==> config.mk <==
export PLATFORM = sky130hd
export DESIGN_NAME = fll_ctl
export DESIGN_NICKNAME = d
export VERILOG_FILES = /design/src/rtl/fll_ctl_pkg.sv /design/src/rtl/fll_ctl_win.sv /design/src/rtl/fll_ctl.sv
export SDC_FILE = /design/constraint.sdc
export NUM_CORES = 1
export LEC_CHECK = 0
export CORE_ASPECT_RATIO = 0.9
export CORE_MARGIN = 2
export CORE_UTILIZATION = 52
export DETAILED_ROUTE_END_ITERATION = 6
export PLACE_DENSITY = 0.79
export SYNTH_ARGS = -nofsm -noshare
export SYNTH_HDL_FRONTEND = slang
export SYNTH_SLANG_ARGS = --single-unit
==> constraint.sdc <==
create_clock -name clk_i -period 2.9 [get_ports clk_i]
set_input_delay 0.87 -clock clk_i [delete_from_list [all_inputs] [get_ports clk_i]]
set_output_delay 0.87 -clock clk_i [all_outputs]
set_load 0.05 [all_outputs]
==> src/rtl/fll_ctl_pkg.sv <==
// Shared types and width helpers for the FLL sequencing controller.
package fll_ctl_pkg;

    // Controller sequencing states.
    typedef enum logic [2:0] {
        IDLE = 3'd0,
        HOLD = 3'd1,
        ACQ  = 3'd2,
        LOCK = 3'd3,
        FAIL = 3'd4
    } fll_ctl_state_t;

    // Bits needed to hold a counter value in the range 0..max_v.
    function automatic int cnt_w(input int max_v);
        return (max_v < 1) ? 1 : $clog2(max_v + 1);
    endfunction

endpackage

==> src/rtl/fll_ctl_win.sv <==
// Measurement window: counts reference and output increments, flags the
// window-closing cycle and whether the output count was within tolerance.
module fll_ctl_win
    import fll_ctl_pkg::*;
#(
    parameter int WIN = 16,
    parameter int TOL = 1
) (
    input  logic clk,
    input  logic rst_n,
    input  logic clear,
    input  logic ref_evt,
    input  logic out_evt,
    output logic win_done,
    output logic win_good
);

    localparam int WC_W = cnt_w(WIN);
    localparam int OC_W = cnt_w(2 * WIN);
    localparam int LO_V = (WIN > TOL) ? (WIN - TOL) : 0;
    localparam int HI_V = ((WIN + TOL) < (2 * WIN)) ? (WIN + TOL) : (2 * WIN);

    localparam logic [WC_W-1:0] WC_LAST = WC_W'(WIN - 1);
    localparam logic [OC_W-1:0] OC_MAX  = OC_W'(2 * WIN);
    localparam logic [OC_W-1:0] OC_LO   = OC_W'(LO_V);
    localparam logic [OC_W-1:0] OC_HI   = OC_W'(HI_V);

    logic [WC_W-1:0] wc;
    logic [OC_W-1:0] oc;
    logic [OC_W-1:0] oc_eff;

    // Output count including this cycle's event, saturating at 2*WIN; an
    // output event in the closing cycle belongs to the closing window.
    always_comb begin
        oc_eff = oc;
        if (oc != OC_MAX) begin
            oc_eff = oc + OC_W'(out_evt);
        end
    end

    assign win_done = !clear && ref_evt && (wc == WC_LAST);
    assign win_good = win_done && (oc_eff >= OC_LO) && (oc_eff <= OC_HI);

    // Window counters; restart from zero after a close or while cleared.
    always_ff @(posedge clk or negedge rst_n) begin
        if (!rst_n) begin
            wc <= '0;
            oc <= '0;
        end else if (clear || win_done) begin
            wc <= '0;
            oc <= '0;
        end else begin
            wc <= wc + WC_W'(ref_evt);
            oc <= oc_eff;
        end
    end

endmodule

==> src/rtl/fll_ctl.sv <==
// FLL sequencing controller: request handshake, FLL reset hold, lock
// acquisition with timeout, and lock supervision.
// Handshake: a request transfers on any clk_i edge where req_vld_i and
// req_rdy_o are both high; the requester holds valid and data stable until
// then, and ready never depends on valid.
module fll_ctl
    import fll_ctl_pkg::*;
#(
    parameter int CCW_I   = 8,
    parameter int CCW_O   = 8,
    parameter int RST_CYC = 4,
    parameter int WIN     = 16,
    parameter int TOL     = 1,
    parameter int GOOD    = 4,
    parameter int TMO     = 4096
) (
    input  logic             clk_i,
    input  logic             rst_ni,
    input  logic             req_vld_i,
    output logic             req_rdy_o,
    input  logic [CCW_I-1:0] req_num_i_i,
    input  logic [CCW_O-1:0] req_num_o_i,
    output logic             fll_rst_o,
    output logic [CCW_I-1:0] fll_num_i_o,
    output logic [CCW_O-1:0] fll_num_o_o,
    input  logic             ref_evt_i,
    input  logic             out_evt_i,
    output logic             lock_o,
    output logic             lost_o,
    output logic             err_o,
    output fll_ctl_state_t   dbg_state
);

    localparam int HC_W = cnt_w(RST_CYC);
    localparam int TC_W = cnt_w(TMO);
    localparam int GC_W = cnt_w(GOOD);

    fll_ctl_state_t   state, state_d;
    logic             fll_rst_d, lock_d, lost_d, err_d;
    logic [CCW_I-1:0] num_i_d;
    logic [CCW_O-1:0] num_o_d;
    logic [HC_W-1:0]  hc, hc_d;
    logic [TC_W-1:0]  tc, tc_d;
    logic [GC_W-1:0]  gcnt, gcnt_d, gcnt_inc;
    logic             accept, measuring, win_done, win_good;

    assign req_rdy_o = (state == IDLE) || (state == LOCK) || (state == FAIL);
    assign accept    = req_vld_i && req_rdy_o;
    assign measuring = (state == ACQ) || (state == LOCK);
    assign dbg_state = state;

    fll_ctl_win #(
        .WIN (WIN),
        .TOL (TOL)
    ) u_win (
        .clk      (clk_i),
        .rst_n    (rst_ni),
        .clear    (!measuring || accept),
        .ref_evt  (ref_evt_i),
        .out_evt  (out_evt_i),
        .win_done (win_done),
        .win_good (win_good)
    );

    // Next-state and registered-output logic; an accepted request overrides
    // everything else, including a coincident bad window in LOCK.
    always_comb begin
        state_d  = state;
        num_i_d  = fll_num_i_o;
        num_o_d  = fll_num_o_o;
        lock_d   = lock_o;
        lost_d   = 1'b0;
        err_d    = err_o;
        hc_d     = hc;
        tc_d     = tc;
        gcnt_d   = gcnt;
        gcnt_inc = gcnt + GC_W'(1);
        if (accept) begin
            state_d = HOLD;
            num_i_d = req_num_i_i;
            num_o_d = req_num_o_i;
            lock_d  = 1'b0;
            err_d   = 1'b0;
            hc_d    = '0;
            tc_d    = '0;
            gcnt_d  = '0;
        end else begin
            case (state)
                HOLD: begin
                    if (hc == HC_W'(RST_CYC - 1)) begin
                        state_d = ACQ;
                        hc_d    = '0;
                    end else begin
                        hc_d = hc + HC_W'(1);
                    end
                end
                ACQ: begin
                    tc_d = tc + TC_W'(1);
                    if (win_done) begin
                        gcnt_d = win_good ? gcnt_inc : '0;
                    end
                    // Lock takes priority over a coincident timeout.
                    if (win_done && win_good && (gcnt_inc == GC_W'(GOOD))) begin
                        state_d = LOCK;
                        lock_d  = 1'b1;
                        tc_d    = '0;
                    end else if (tc == TC_W'(TMO - 1)) begin
                        state_d = FAIL;
                        err_d   = 1'b1;
                    end
                end
                LOCK: begin
                    if (win_done && !win_good) begin
                        state_d = ACQ;
                        lock_d  = 1'b0;
                        lost_d  = 1'b1;
                        tc_d    = '0;
                        gcnt_d  = '0;
                    end
                end
                default: begin
                end
            endcase
        end
        fll_rst_d = (state_d == IDLE) || (state_d == HOLD);
    end

    // State, counters and registered outputs.
    always_ff @(posedge clk_i or negedge rst_ni) begin
        if (!rst_ni) begin
            state       <= IDLE;
            fll_rst_o   <= 1'b1;
            fll_num_i_o <= '0;
            fll_num_o_o <= '0;
            lock_o      <= 1'b0;
            lost_o      <= 1'b0;
            err_o       <= 1'b0;
            hc          <= '0;
            tc          <= '0;
            gcnt        <= '0;
        end else begin
            state       <= state_d;
            fll_rst_o   <= fll_rst_d;
            fll_num_i_o <= num_i_d;
            fll_num_o_o <= num_o_d;
            lock_o      <= lock_d;
            lost_o      <= lost_d;
            err_o       <= err_d;
            hc          <= hc_d;
            tc          <= tc_d;
            gcnt        <= gcnt_d;
        end
    end

endmodule

==> out/metrics.yaml <==
sta:
  maxSlewHeadroom_pct: 55.36
  fmax_ghz: 0.3620
  layout_setup_ws_ns: 0.1374
  skew_ns: 0.007529
  min_period_ns: 2.763
  hold_viol: 0
  rsz0062_at_grt: "false"
  min_period_over_period_pct: 95.26
  finalSetupViolCount: 0
  tightest_slew_ns: 0.6697
  slew_violations: 0
  holdWs_ns: 0.4801
min_path:
  hold_depth: 2
  hold_start: "fll_num_o_o[0]"
  hold_class: "reg -> reg"
global_routing:
  grt_pass1_vias: 2139
  grt_pass1_wl_mm: 9.715
  grt_usage_pct: 22.21
  grt_antenna_before_repair: 0
  grt_start_max_net_pins: 54
  grt_overflow: 0
final_layout:
  nNetsFinal: 350
  drive_above_1_share_pct: 14.33
  syn2layout_area_growth_pct: 28.95
  finalNonFillerCells: 386
  finalInstanceArea_um2: 3316
  n_fill_cell: 376
  antenna_cells: 0
synth:
  synth_edf_count: 0
  netlist_instances: 260
  synthTopCellsByArea: "dfrtp_1 51%, nand2_1 8.2%, ha_1 3.9%, a21oi_1 3.5%, nor2_1 3.1%"
  ys_warn_count: 0
  async_reset_ff_share_pct: 100.0
  netlist_area_um2: 2571
  netlist.area_leader.share_pct: 50.61
  yosysMostFrequentCell: "nand2_1"
  synth_common_cells: "56 x nand2_1, 52 x dfrtp_1, 21 x nor2_1, 18 x a21oi_1, 10 x nand3_1"
  synth_cell_types: 52
  ys_ff_latch: 53
  yosysSeqAreaShare_pct: 51.63
  synth_fp_nets: 289
  synthFlopType: "dfrtp_1"
  yosysTopAreaCell: "dfrtp_1"
  postSynthAreaPerCell_um2: 9.889
route:
  wl_per_cell_um: 14.63
  route.detailed.drc: 0
  drt_pass1_iterations: 4
  drt_iter0_drc: 146
  postRouteAntennaNets: 0
  drt-total-wl_mm: 5.646
  vias_per_cell: 5.303
  vias: 2047
die:
  rows: 24
  dieArea_um2: 5524
  ios: 45
  initial_core_util_pct: 53.52
  die_w_um: 78.12
  core-area_um2: 4805
  die_h_um: 70.71
pwr:
  power.total_uw: 3075
  peakVddDrop_mv: 0.7397
  p_leak_uw: 0.001597
  power_density_nw_per_um2: 927.3
place:
  port_buffers: 44
  place.gp.congestion: 0.8413
  place_inst: 377
  hpwlAfterDp_mm: 3.889
  placed_area_um2: 3169
  pre_cts_ws_ns: -0.4963
cts:
  cts_root_buf: "clkbuf_8"
  htreeDepth: 2
  clock_path_buffers: 2
  cts_sinks: 53
  clk_latency_ns: 0.31
  path_clk_slew_ns: 0.08
  cts_tree: "done"
  cts-hold-fix-buffers: 0
  numCtsBuffers: 5
worst_setup_path:
  critical_path.max_stage_delay_ns: 0.30
  rr_startpoint: "u_win.oc[0]"
  critPathMostFrequentCell: "buf_4"
  crit_chain: "dlygate4sd2_1 -> ha_2 -> ha_4 -> buf_4 -> xor2_2 -> buf_4 -> nor4b_4 -> o21ai_2 -> o21a_4 -> nor2_4 -> mux2_4"
  cp.required_ns: 3.09
  crit_slowest_cell: "mux2_4"
  worstRegToRegCells: 10
  arrival_ns: 2.95
  crit_start: "out_evt_i"
  endpoint_kind: "flop"
  path_max_fanout: 7
  critPathKind: "in -> reg"
  cp-start-kind: "input pin"
flow_run:
  drv_cap: 0
outcome:
  outcome: "completed"
[metrics by stage]
stage                     TNS [ns]  util, %
after floorplan                  0        -
after global placement      -6.719    65.96
after detailed placement    -8.160    65.96
after CTS                        0    69.01
after global routing             0    69.01
final                            0    69.01
[worst paths after layout]
path                                  end  slack (ns)
min in group asynchronous     u_win.wc[0]        0.67
setup reg to reg                   lock_o        0.51
hold / removal             fll_num_o_o[0]        0.48
max in group asynchronous  fll_num_o_o[1]        1.78
setup / recovery                   lock_o        0.14
hold reg to reg            fll_num_o_o[0]        0.48
[layout by cell type (no fill, tap or decap), types with 3 or more instances in the layout]
cell             Yosys  final
nand2_1             56     56
dfrtp_1             52     52
clkdlybuf4s50_1      0     41
nor2_1              21     20
a21oi_1             18     18
buf_4                0     18
nand3_1             10     10
inv_1                8      8
and3_1               8      8
nand2b_1             7      7
a41oi_1              6      6
ha_1                 8      6
clkbuf_8             0      6
a21o_1               5      5
and2_1               4      4
xor2_1               5      4
o21ai_0              3      3
a22o_1               3      3
[area by class of cell]
type                            count  area [um2]  area share (%)
Sequential cell                    53        1328           40.04
Inverter                            8       30.03          0.9057
Tap cell                           65       81.33           2.453
Clock buffer                        7       86.33           2.604
Multi-Input combinational cell    192        1231           37.13
Timing Repair Buffer               61       559.3           16.87
[cells by family after synthesis]
logic type               Yosys count  share of synthesized area, %
XOR/XNOR                           7                         2.677
AO/OA/AOI/OAI                     51                         14.36
multiplexers                       3                         1.265
buffers and inverters             15                         2.287
adder cells (fa/ha/maj)            8                         3.893
flip-flops                        53                         51.63
AND/OR/NAND/NOR                  123                         23.89
[power breakdown]
part	internal, uW	total, uW	switching, uW
clock network	190	423	233
registers	918	1050	130
logic	574	1600	1030
total	1680	3070	1390
[critical path, delay by kind of cell]
family	cells	cell delay [ns]
multiplexers	1	0.30
XOR/XNOR	1	0.14
AO/OA/AOI/OAI	2	0.38
adder cells (fa/ha/maj)	2	0.35
buffers and inverters	3	0.52
AND/OR/NAND/NOR	2	0.40
[layer usage]
metal / vias to the layer above / part of all wire [%] / global-route usage, %
met5: - / 0 / 0
met4: 0 / 0.55 / 6.823
met1: 975 / 45 / 29.67
met3: 4 / 7.4 / 7.015
li1: 1012 / - / -
met2: 56 / 47 / 35.15
[timing repair]
item | in CTS | in global routing
gates resized for setup | 10 | 0
buffers inserted | 2 | 0
setup endpoints to repair | 19 | 0
endpoints found under the hold margin | 0 | 0
[flip-flops by register name (all words and copies together) (netlist names)]
name,flops
dbg_state,3
lock_o,1
fll_num_o_o,8
hc,3
u_win.wc,5
lost_o,1
fll_num_i_o,8
fll_rst_o,1
gcnt,3
err_o,1
tc,13
u_win.oc,6
Power figures use the tool's default switching activity.
